## config.mk

```make
export PLATFORM = sky130hd
export DESIGN_NAME = zigzag_pingpong_buffer_flat
export DESIGN_NICKNAME = d
export VERILOG_FILES = /design/src/rtl/jpeg_block_pkg.sv /design/src/rtl/zigzag_pingpong_buffer_if.sv /design/src/rtl/zigzag_permute_comb.sv /design/src/rtl/zigzag_pingpong_buffer.sv /design/src/flat_wrapper.sv
export SDC_FILE = /design/constraint.sdc
export NUM_CORES = 1
export LEC_CHECK = 0
export ABC_CLOCK_PERIOD_IN_PS = 14600
export CAP_MARGIN = 20
export CELL_PAD_IN_SITES_DETAIL_PLACEMENT = 2
export CELL_PAD_IN_SITES_GLOBAL_PLACEMENT = 2
export CORE_MARGIN = 1.5
export CORE_UTILIZATION = 44
export CTS_BUF_LIST = sky130_fd_sc_hd__clkbuf_2
export CTS_CLUSTER_SIZE = 12
export DETAILED_ROUTE_END_ITERATION = 7
export GPL_TIMING_DRIVEN = 0
export PLACE_DENSITY = 0.9
export SYNTH_ARGS = -nofsm -noshare
export SYNTH_HDL_FRONTEND = slang
export SYNTH_SLANG_ARGS = --single-unit
export TNS_END_PERCENT = 5
```

## constraint.sdc

```tcl
create_clock -name clock -period 14.6 [get_ports clock]
set_input_delay 2.19 -clock clock [delete_from_list [all_inputs] [get_ports clock]]
set_output_delay 2.19 -clock clock [all_outputs]
set_load 0.02 [all_outputs]
```

## src/rtl/jpeg_block_pkg.sv

```systemverilog
`default_nettype none
// ============================================================================
//  Module      : jpeg_block_pkg
//  Description : Shared block geometry, zigzag scan table and bank-state
//                encoding for the JPEG block ping-pong buffer.
//  Revision    : 1.0 - initial release
// ============================================================================
package jpeg_block_pkg;

   localparam int BLOCK_DIM  = 8;
   localparam int BLOCK_SIZE = 64;

   // Bank occupancy; FULL banks are never written or aborted.
   typedef enum logic [1:0] {
      EMPTY   = 2'd0,
      FILLING = 2'd1,
      FULL    = 2'd2
   } bank_state_e;

   // Output index k -> raster index (row*8 + col) of the standard JPEG scan.
   localparam logic [5:0] ZIGZAG_LUT [0:63] = '{
      6'd0,  6'd1,  6'd8,  6'd16, 6'd9,  6'd2,  6'd3,  6'd10,
      6'd17, 6'd24, 6'd32, 6'd25, 6'd18, 6'd11, 6'd4,  6'd5,
      6'd12, 6'd19, 6'd26, 6'd33, 6'd40, 6'd48, 6'd41, 6'd34,
      6'd27, 6'd20, 6'd13, 6'd6,  6'd7,  6'd14, 6'd21, 6'd28,
      6'd35, 6'd42, 6'd49, 6'd56, 6'd57, 6'd50, 6'd43, 6'd36,
      6'd29, 6'd22, 6'd15, 6'd23, 6'd30, 6'd37, 6'd44, 6'd51,
      6'd58, 6'd59, 6'd52, 6'd45, 6'd38, 6'd31, 6'd39, 6'd46,
      6'd53, 6'd60, 6'd61, 6'd54, 6'd47, 6'd55, 6'd62, 6'd63
   };

endpackage
`default_nettype wire

```

## src/rtl/zigzag_pingpong_buffer_if.sv

```systemverilog
`default_nettype none
// ============================================================================
//  Module      : zigzag_pingpong_buffer_if
//  Description : Row-input and block-output handshake bundle of the
//                ping-pong block buffer. master = producer/consumer side,
//                slave = buffer side.
//  Revision    : 1.0 - initial release
// ============================================================================
interface zigzag_pingpong_buffer_if #(
   parameter int DATA_WIDTH = 10
) ();

   logic                       in_valid;
   logic                       in_ready;
   logic [8*DATA_WIDTH-1:0]    in_row_data;
   logic                       in_abort;
   logic [2:0]                 wr_row;
   logic                       out_valid;
   logic                       out_ready;
   logic [64*DATA_WIDTH-1:0]   out_block;
   logic [5:0]                 out_last_nz;
   logic                       out_all_zero;

   modport master (
      output in_valid, in_row_data, in_abort, out_ready,
      input  in_ready, wr_row, out_valid, out_block, out_last_nz, out_all_zero
   );

   modport slave (
      input  in_valid, in_row_data, in_abort, out_ready,
      output in_ready, wr_row, out_valid, out_block, out_last_nz, out_all_zero
   );

endinterface
`default_nettype wire

```

## src/rtl/zigzag_permute_comb.sv

```systemverilog
`default_nettype none
// ============================================================================
//  Module      : zigzag_permute_comb
//  Description : Pure wiring permutation of a 64-coefficient block from
//                raster order into zigzag (OUT_ORDER=0) or raster
//                (OUT_ORDER=1) output order.
//  Revision    : 1.0 - initial release
// ============================================================================
module zigzag_permute_comb
   import jpeg_block_pkg::*;
#(
   parameter int DATA_WIDTH = 10,
   parameter int OUT_ORDER  = 0
) (
   input  wire logic [BLOCK_SIZE*DATA_WIDTH-1:0] i_block,
   output logic      [BLOCK_SIZE*DATA_WIDTH-1:0] o_block
);

   for (genvar k = 0; k < BLOCK_SIZE; k++) begin : g_perm
      if (OUT_ORDER == 0) begin : g_zigzag
         assign o_block[k*DATA_WIDTH +: DATA_WIDTH] =
            i_block[int'(ZIGZAG_LUT[k])*DATA_WIDTH +: DATA_WIDTH];
      end else begin : g_raster
         assign o_block[k*DATA_WIDTH +: DATA_WIDTH] =
            i_block[k*DATA_WIDTH +: DATA_WIDTH];
      end
   end

endmodule
`default_nettype wire

```

## src/rtl/zigzag_pingpong_buffer.sv

```systemverilog
`default_nettype none
// ============================================================================
//  Module      : zigzag_pingpong_buffer
//  Description : Two-bank ping-pong 8x8 coefficient buffer. Rows enter under
//                valid/ready; each completed block is presented as one wide
//                word in zigzag or raster order until the consumer takes it.
//                Optional end-of-block detection: ZIGZAG_EOB_DETECT_EN.
//  Revision    : 1.0 - initial release
// ============================================================================
module zigzag_pingpong_buffer
   import jpeg_block_pkg::*;
#(
   parameter int DATA_WIDTH = 10,
   parameter int OUT_ORDER  = 0
) (
   input  wire logic                 clock,
   input  wire logic                 reset,
   zigzag_pingpong_buffer_if.slave   bus
);

   localparam int c_ROW_W = BLOCK_DIM * DATA_WIDTH;

   logic [c_ROW_W-1:0]                r_bank [0:1][0:BLOCK_DIM-1];
   bank_state_e                       r_state [0:1];
   bank_state_e                       w_state_nxt [0:1];
   logic                              r_wr_bank, w_wr_bank_nxt;
   logic                              r_rd_bank, w_rd_bank_nxt;
   logic [2:0]                        r_wr_row,  w_wr_row_nxt;

   logic                              w_in_ready;
   logic                              w_out_valid;
   logic                              w_abort;
   logic                              w_accept;
   logic                              w_drain;
   logic [BLOCK_SIZE*DATA_WIDTH-1:0]  w_rd_block;
   logic [BLOCK_SIZE*DATA_WIDTH-1:0]  w_out_block;

   assign w_in_ready  = (r_state[r_wr_bank] != FULL);
   assign w_out_valid = (r_state[r_rd_bank] == FULL);
   // Abort only bites on a partially written bank, and then blocks the row.
   assign w_abort     = bus.in_abort && (r_state[r_wr_bank] == FILLING);
   assign w_accept    = bus.in_valid && w_in_ready && !w_abort;
   assign w_drain     = w_out_valid && bus.out_ready;

   // Bank-state, pointer and row-counter next-state logic.
   always_comb begin
      w_state_nxt   = r_state;
      w_wr_bank_nxt = r_wr_bank;
      w_rd_bank_nxt = r_rd_bank;
      w_wr_row_nxt  = r_wr_row;
      // The drained bank is always FULL, so it never collides with the
      // write-side update below.
      if (w_drain) begin
         w_state_nxt[r_rd_bank] = EMPTY;
         w_rd_bank_nxt          = ~r_rd_bank;
      end
      if (w_abort) begin
         w_state_nxt[r_wr_bank] = EMPTY;
         w_wr_row_nxt           = 3'd0;
      end else if (w_accept) begin
         w_wr_row_nxt = r_wr_row + 3'd1;
         if (r_wr_row == 3'd7) begin
            w_state_nxt[r_wr_bank] = FULL;
            w_wr_bank_nxt          = ~r_wr_bank;
         end else begin
            w_state_nxt[r_wr_bank] = FILLING;
         end
      end
   end

   // State register: bank states, pointers and row counter.
   always_ff @(posedge clock) begin
      if (reset) begin
         r_state[0] <= EMPTY;
         r_state[1] <= EMPTY;
         r_wr_bank  <= 1'b0;
         r_rd_bank  <= 1'b0;
         r_wr_row   <= 3'd0;
      end else begin
         r_state[0] <= w_state_nxt[0];
         r_state[1] <= w_state_nxt[1];
         r_wr_bank  <= w_wr_bank_nxt;
         r_rd_bank  <= w_rd_bank_nxt;
         r_wr_row   <= w_wr_row_nxt;
      end
   end

   // Row storage; cleared on reset so an idle output reads all zeros.
   always_ff @(posedge clock) begin
      if (reset) begin
         for (int b = 0; b < 2; b++) begin
            for (int r = 0; r < BLOCK_DIM; r++) begin
               r_bank[b][r] <= '0;
            end
         end
      end else if (w_accept) begin
         r_bank[r_wr_bank][r_wr_row] <= bus.in_row_data;
      end
   end

   // Read-bank mux flattened into one raster-ordered block.
   for (genvar r = 0; r < BLOCK_DIM; r++) begin : g_rd_rows
      assign w_rd_block[r*c_ROW_W +: c_ROW_W] = r_bank[r_rd_bank][r];
   end

   zigzag_permute_comb #(
      .DATA_WIDTH (DATA_WIDTH),
      .OUT_ORDER  (OUT_ORDER)
   ) u_permute (
      .i_block (w_rd_block),
      .o_block (w_out_block)
   );

   assign bus.in_ready  = w_in_ready;
   assign bus.wr_row    = r_wr_row;
   assign bus.out_valid = w_out_valid;
   assign bus.out_block = w_out_block;

`ifdef ZIGZAG_EOB_DETECT_EN
   logic [5:0] w_last_nz;
   logic       w_all_zero;

   // Highest nonzero output index and all-zero flag of the presented block.
   always_comb begin
      w_last_nz  = 6'd0;
      w_all_zero = 1'b1;
      for (int k = 0; k < BLOCK_SIZE; k++) begin
         if (w_out_block[k*DATA_WIDTH +: DATA_WIDTH] != '0) begin
            w_last_nz  = 6'(k);
            w_all_zero = 1'b0;
         end
      end
   end

   assign bus.out_last_nz  = w_last_nz;
   assign bus.out_all_zero = w_all_zero;
`else
   assign bus.out_last_nz  = 6'd0;
   assign bus.out_all_zero = 1'b0;
`endif

   // The read pointer may only differ from the write pointer while it sits
   // on a FULL bank; anything else means the ping-pong order broke.
   a_ptr_consistent : assert property (@(posedge clock) disable iff (reset)
      !((r_rd_bank != r_wr_bank) && (r_state[r_rd_bank] != FULL)));

endmodule
`default_nettype wire
```

## src/flat_wrapper.sv

```systemverilog
// flat-port wrapper written by rule: the top's interface ports become plain ports
module zigzag_pingpong_buffer_flat import jpeg_block_pkg::*;
#(
   parameter int DATA_WIDTH = 10,
   parameter int OUT_ORDER  = 0
)
  (clock, reset, bus_in_valid, bus_in_row_data, bus_in_abort, bus_out_ready, bus_in_ready, bus_wr_row, bus_out_valid, bus_out_block, bus_out_last_nz, bus_out_all_zero);
  zigzag_pingpong_buffer_if #(.DATA_WIDTH(DATA_WIDTH)) bus_i ();
  input  wire logic clock;
  input  wire logic reset;
  input wire logic [$bits(bus_i.in_valid)-1:0] bus_in_valid;
  input wire logic [$bits(bus_i.in_row_data)-1:0] bus_in_row_data;
  input wire logic [$bits(bus_i.in_abort)-1:0] bus_in_abort;
  input wire logic [$bits(bus_i.out_ready)-1:0] bus_out_ready;
  output wire logic [$bits(bus_i.in_ready)-1:0] bus_in_ready;
  output wire logic [$bits(bus_i.wr_row)-1:0] bus_wr_row;
  output wire logic [$bits(bus_i.out_valid)-1:0] bus_out_valid;
  output wire logic [$bits(bus_i.out_block)-1:0] bus_out_block;
  output wire logic [$bits(bus_i.out_last_nz)-1:0] bus_out_last_nz;
  output wire logic [$bits(bus_i.out_all_zero)-1:0] bus_out_all_zero;
  assign bus_i.in_valid = bus_in_valid;
  assign bus_i.in_row_data = bus_in_row_data;
  assign bus_i.in_abort = bus_in_abort;
  assign bus_i.out_ready = bus_out_ready;
  assign bus_in_ready = bus_i.in_ready;
  assign bus_wr_row = bus_i.wr_row;
  assign bus_out_valid = bus_i.out_valid;
  assign bus_out_block = bus_i.out_block;
  assign bus_out_last_nz = bus_i.out_last_nz;
  assign bus_out_all_zero = bus_i.out_all_zero;
  zigzag_pingpong_buffer #(.DATA_WIDTH(DATA_WIDTH), .OUT_ORDER(OUT_ORDER)) u_core (.clock(clock), .reset(reset), .bus(bus_i));
endmodule
```

======== Word-level counts from Yosys, hierarchy flattened ========
Memories as Yosys holds them, arrays and structs flattened. A register that Yosys moved wholly into a read port is not among the register bits.
Cells that the tools add are included.
cells by class
  add/subtract/negate cells ............... 1
  $lt $le $gt $ge ......................... 6
  equal/unequal tests ..................... 4
  mux-type cells .......................... 26
  bitwise gates (word level) .............. 16
  reductions and logical operators ........ 11
operators by type and width
  kind                 count
  $mux 640             3
  $reduce_or 640->1    1
  $demux 80 s3         1
  $mux 80              1
  $mux 2               8
  $mux 4               4
  $and 4x4->4          2
  $not 4->4            2
  $logic_and 1x1->1    7
  $mux 1               7
  $and 2x2->2          2
  $demux 2 s1          2
  $ge 2x2->1 const B   2
  $ge 4x4->1 const B   1
  $lt 2x1->1 const B   2
  $lt 4x1->1 const B   1
  $not 1->2            2
  $not 2->2            2
  $not 3->4            1
  $or 2x2->2           2
  $add 3x1->3 const B  1
  $eq 3x3->1 const B   1
  $not 1->1            3
  $reduce_and 3->1     1
  other kinds (5)      5
word-level totals
  register bits ........................... 9
  RAM bits ................................ 1280
  word-level logic and storage cells ...... 70
  memories ................................ 1
memory list
  name           depth  bits a word  read ports  clocked after memory_dff  wr ports  line                          text
  u_core.r_bank  2      640          1           1                         2         zigzag_pingpong_buffer.sv:23  logic [c_ROW_W-1:0] r_bank [0:1][0:BLOCK_DIM-1];

======== Depth between registers and ports, before layout ========
  depth after elaboration ................. 13
  mapped depth ............................ 8
  mapped depth without buffers ............ 5

======== Cells and area by module ========
Synthesis repeated with hierarchy kept, for this count alone.
unflattened totals
  cells, all modules ...................... 3820
  area, all modules ....................... 56355.3 um2
by module, submodules not included
  module                  instances  cells each  area each (um2)  sequential area each (um2)
  zigzag_pingpong_buffer  1          3180        51550.7          38637.1
  zigzag_permute_comb     1          640         4804.6           0.0

======== Worst setup path before layout ========
No wires, ideal clock.
  path kind ............................... input to register
  start point ............................. in bus_in_valid
  end point ............................... mem u_core.r_bank[1][0] in the netlist's numbering, enable pin
  data arrival time ....................... 6.488 ns
  data required time ...................... 14.065 ns
  setup slack ............................. 7.577 ns
  stages .................................. 4
  buffers on the path ..................... 0
  cell sequence ........................... nand2_1 a211oi_1 nand2_1 o21bai_1
RTL lines
  item             line                          text
  start, declared  flat_wrapper.sv:11            input wire logic [$bits(bus_i.in_valid)-1:0] bus_in_valid;
  end, declared    zigzag_pingpong_buffer.sv:23

==> results.toml <==
[run_status]
outcome = "finished clean"

[global_routing]
grt_start_max_net_pins = 51
busiest_layer = "met2"
grt_pass1_vias = 39900
grt_antenna_before_repair = 20
grt_overflow = 0
use_met1 = 0.452
grtUsageMet3 = 0.0991
grt.total_usage = 0.396
met2_usage = 0.661
grt_pass1_wl_um = 331000

[synth]
ys_warn_count = 0
syn_area_per_cell_sq_um = 16.4
ys_seq_area_frac = 0.733
post_synth_num_cell_types = 49
synthTopCellsByArea = "edfxtp_1 (73%), mux2_2 (14%), nor2_1 (3.0%)"
ys.flop_type = "edfxtp_1"
synth_top_area_frac = 0.729
synthCells = 3207
async_reset_ff_frac = 0
synth_top_area_cell = "edfxtp_1"
synth_edf_count = 1280
ys_ff_latch = 1290
synth_area_sq_um = 52700

[cts]
root_buffer = "clkbuf_2"
clockBufferDepth = 4
cts_buffers = 355
cts_setup_buffers = 0
clock-sinks = 1290
clk_latency_ns = 1.88
clkSlewWorstSetupHoldPaths_ns = 0.09
htreeDepth = 5
ctsResizeCount = 0
cts_tree = "done"
cts_hold_buf = 0

[critical_path]
path_class = "reg2out"
path_cells = "clkbuf_1 > clkbuf_1 > buf_16 > clkbuf_1 > mux2_2 > clkdlybuf4s50_1"
crit_fanout = 10
max_stage_delay_ns = 0.82
crit_arrival_ns = 5.89
crit_required_ns = 12.41
cp_common_cell = "clkbuf_1"
ff2ff_path_depth = 8
r2r_setup_slack_ns = 10.78
endpoint_kind = "output pin"
r2r-start = "u_core.r_wr_bank"
crit_slowest_cell = "clkbuf_1"
r2r-end = "u_core.r_bank[1][468]"
setup.worst_path.start_class = "flop"

[hold_path]
whs_endpoint = "u_core.r_state[1]"
min-delay-start = "u_core.r_state[1]"
holdPathStages = 2
hold_class = "reg2reg"

[timing]
hold_violations = 0
setup_viol = 0
finalCritPeriodShare = 0.553
fmax_mhz = 124
fin_hold_ws_ns = 0.638
tns_ns = 0
skew_ns = 0.142
timing.slew.headroom = 0.135
final-max-slew-violation-count = 0
timing.final.ws_setup_ns = 6.52
fin_crit_ns = 8.08
worstMarginPinSlew_ns = 1.30
rsz0062_at_grt = "no"

[floorplanning]
start_util = 0.445
row_count = 126
fp.dieW_um = 349
die_area_sq_um = 122000
die_height_um = 349
core-area_sq_um = 118000
io_pins = 737

[final_layout]
finalNetCount = 4435
drive_gt1_frac = 0.347
utilization = 0.559
fill_cells = 10500
area_growth_pct = 25.5
multi_input_area_sq_um = 12900
regArea_sq_um = 38600

[drt]
drc = 0
via_per_inst = 5.90
dr_total_vias = 36500
initialDrtViolationCount = 4015
drt_first_pass_iters = 5
wirelength_um = 244000
drt.antenna.violating_nets = 0
wire_per_inst_um = 39.4

[placed_design]
gp_congestion = 0.835
io_buffers = 728
dp_slack_ns = 8.38
hpwl_um = 159000

[power]
ir_worst_vdd_mv = 0.0905
power_density_nw_per_um2 = 119
leakage_nw = 24.0

[flow_run]
drv_cap = 0
## how the worst max path moves through the flow
stage	start	to	depth (start not counted)
after CTS	flop	bus_out_block[451]	6
after floorplan	bus_in_valid	u_core.r_bank[1][0]	4
after global routing	flop	bus_out_block[581]	6
after detailed placement	bus_in_abort	u_core.r_bank[1][597]	6
after global placement	bus_in_valid	u_core.r_bank[1][350]	5
final	flop	bus_out_block[581]	6
## sequential cells by signal, summed over array words and instances (netlist names), named ones only
register,cells
u_core.r_bank,1280
u_core.r_rd_bank,1
u_core.r_wr_bank,1
u_core.bus.wr_row,3
u_core.r_state,4
## cell usage after synthesis (2+ instances only)
library cell	instances
nor2_2	180
nand4_1	3
buf_4	10
nor2_4	60
nand3_1	22
buf_6	27
o21bai_1	5
a21oi_1	2
nor2_1	426
buf_2	51
a31oi_1	2
buf_1	85
inv_1	4
or4_1	2
mux2_2	640
and2_1	124
nor2b_1	3
a211oi_1	2
mux2i_1	2
a311oi_1	2
nor3_1	26
a31o_2	2
nand2_1	33
edfxtp_1	1280
a41o_1	2
o31ai_1	2
buf_8	6
dfxtp_1	10
nand2b_1	88
clkbuf_1	86
ha_1	2
## cells by family after synthesis
family,count (synthesis),synth area share
AO/OA/AOI/OAI,24,0.00384
flip-flops,1290,0.733
buffers and inverters,269,0.0262
AND/OR/NAND/NOR,978,0.0996
XOR/XNOR,1,0.000166
other,1,0.0000711
adder cells (fa/ha/maj),2,0.000474
multiplexers,642,0.137
## layer usage
layer	vias to the layer above	routed length, um
met1	19000	86700
met5	-	38
met4	6	16800
met3	830	20300
li1	14100	-
met2	2602	120000
## cell usage in the layout (no fill, tap or decap), drive strengths merged, types with 3 or more instances in the layout
cell type / count
dfxtp: 10
diode: 18
nand2b: 88
nor3: 27
nand2: 34
buf: 229
nand3: 23
mux2: 640
and2: 124
clkinv: 54
nor2b: 3
o21bai: 5
a31oi: 3
clkbuf: 611
edfxtp: 1280
clkdlybuf4s50: 728
nor2: 666
conb: 7
inv: 9
a31o: 3
or4: 3
nand4: 3
## stage by stage
step                      power [mW]  std cells  cell area [sq um]
after detailed placement        5.25       5588              63200
final                           7.87       6194              66200
after CTS                       7.85       6173              66100
after floorplan                 4.75       3213              52800
after global placement          5.17       5541              62100
after global routing            8.04       6191              66200
## layout make-up
cell class                      count  area share
Tap cell                         1600      0.0302
Inverter                            4    0.000227
Multi-Input combinational cell   1654       0.195
Sequential cell                  1290       0.584
Timing Repair Buffer              778       0.126
Clock buffer                      525      0.0397
Buffer                            265      0.0207
Antenna cell                       18    0.000680
Clock inverter                     60     0.00391
## power by group
group | leakage, nW | switching [mW] | total, mW | internal [mW]
registers | 13.3 | 0.0845 | 4.35 | 4.27
clock network | 2.31 | 1.71 | 2.67 | 0.957
logic | 8.34 | 0.561 | 0.856 | 0.295
## critical path, delay by kind of cell (launching register included)
kind | cells | cell delay, ns
multiplexers | 1 | 0.34
buffers and inverters | 5 | 3.43
flip-flops | 1 | 0.32
No activity file was read; power rests on OpenSTA's default activity.
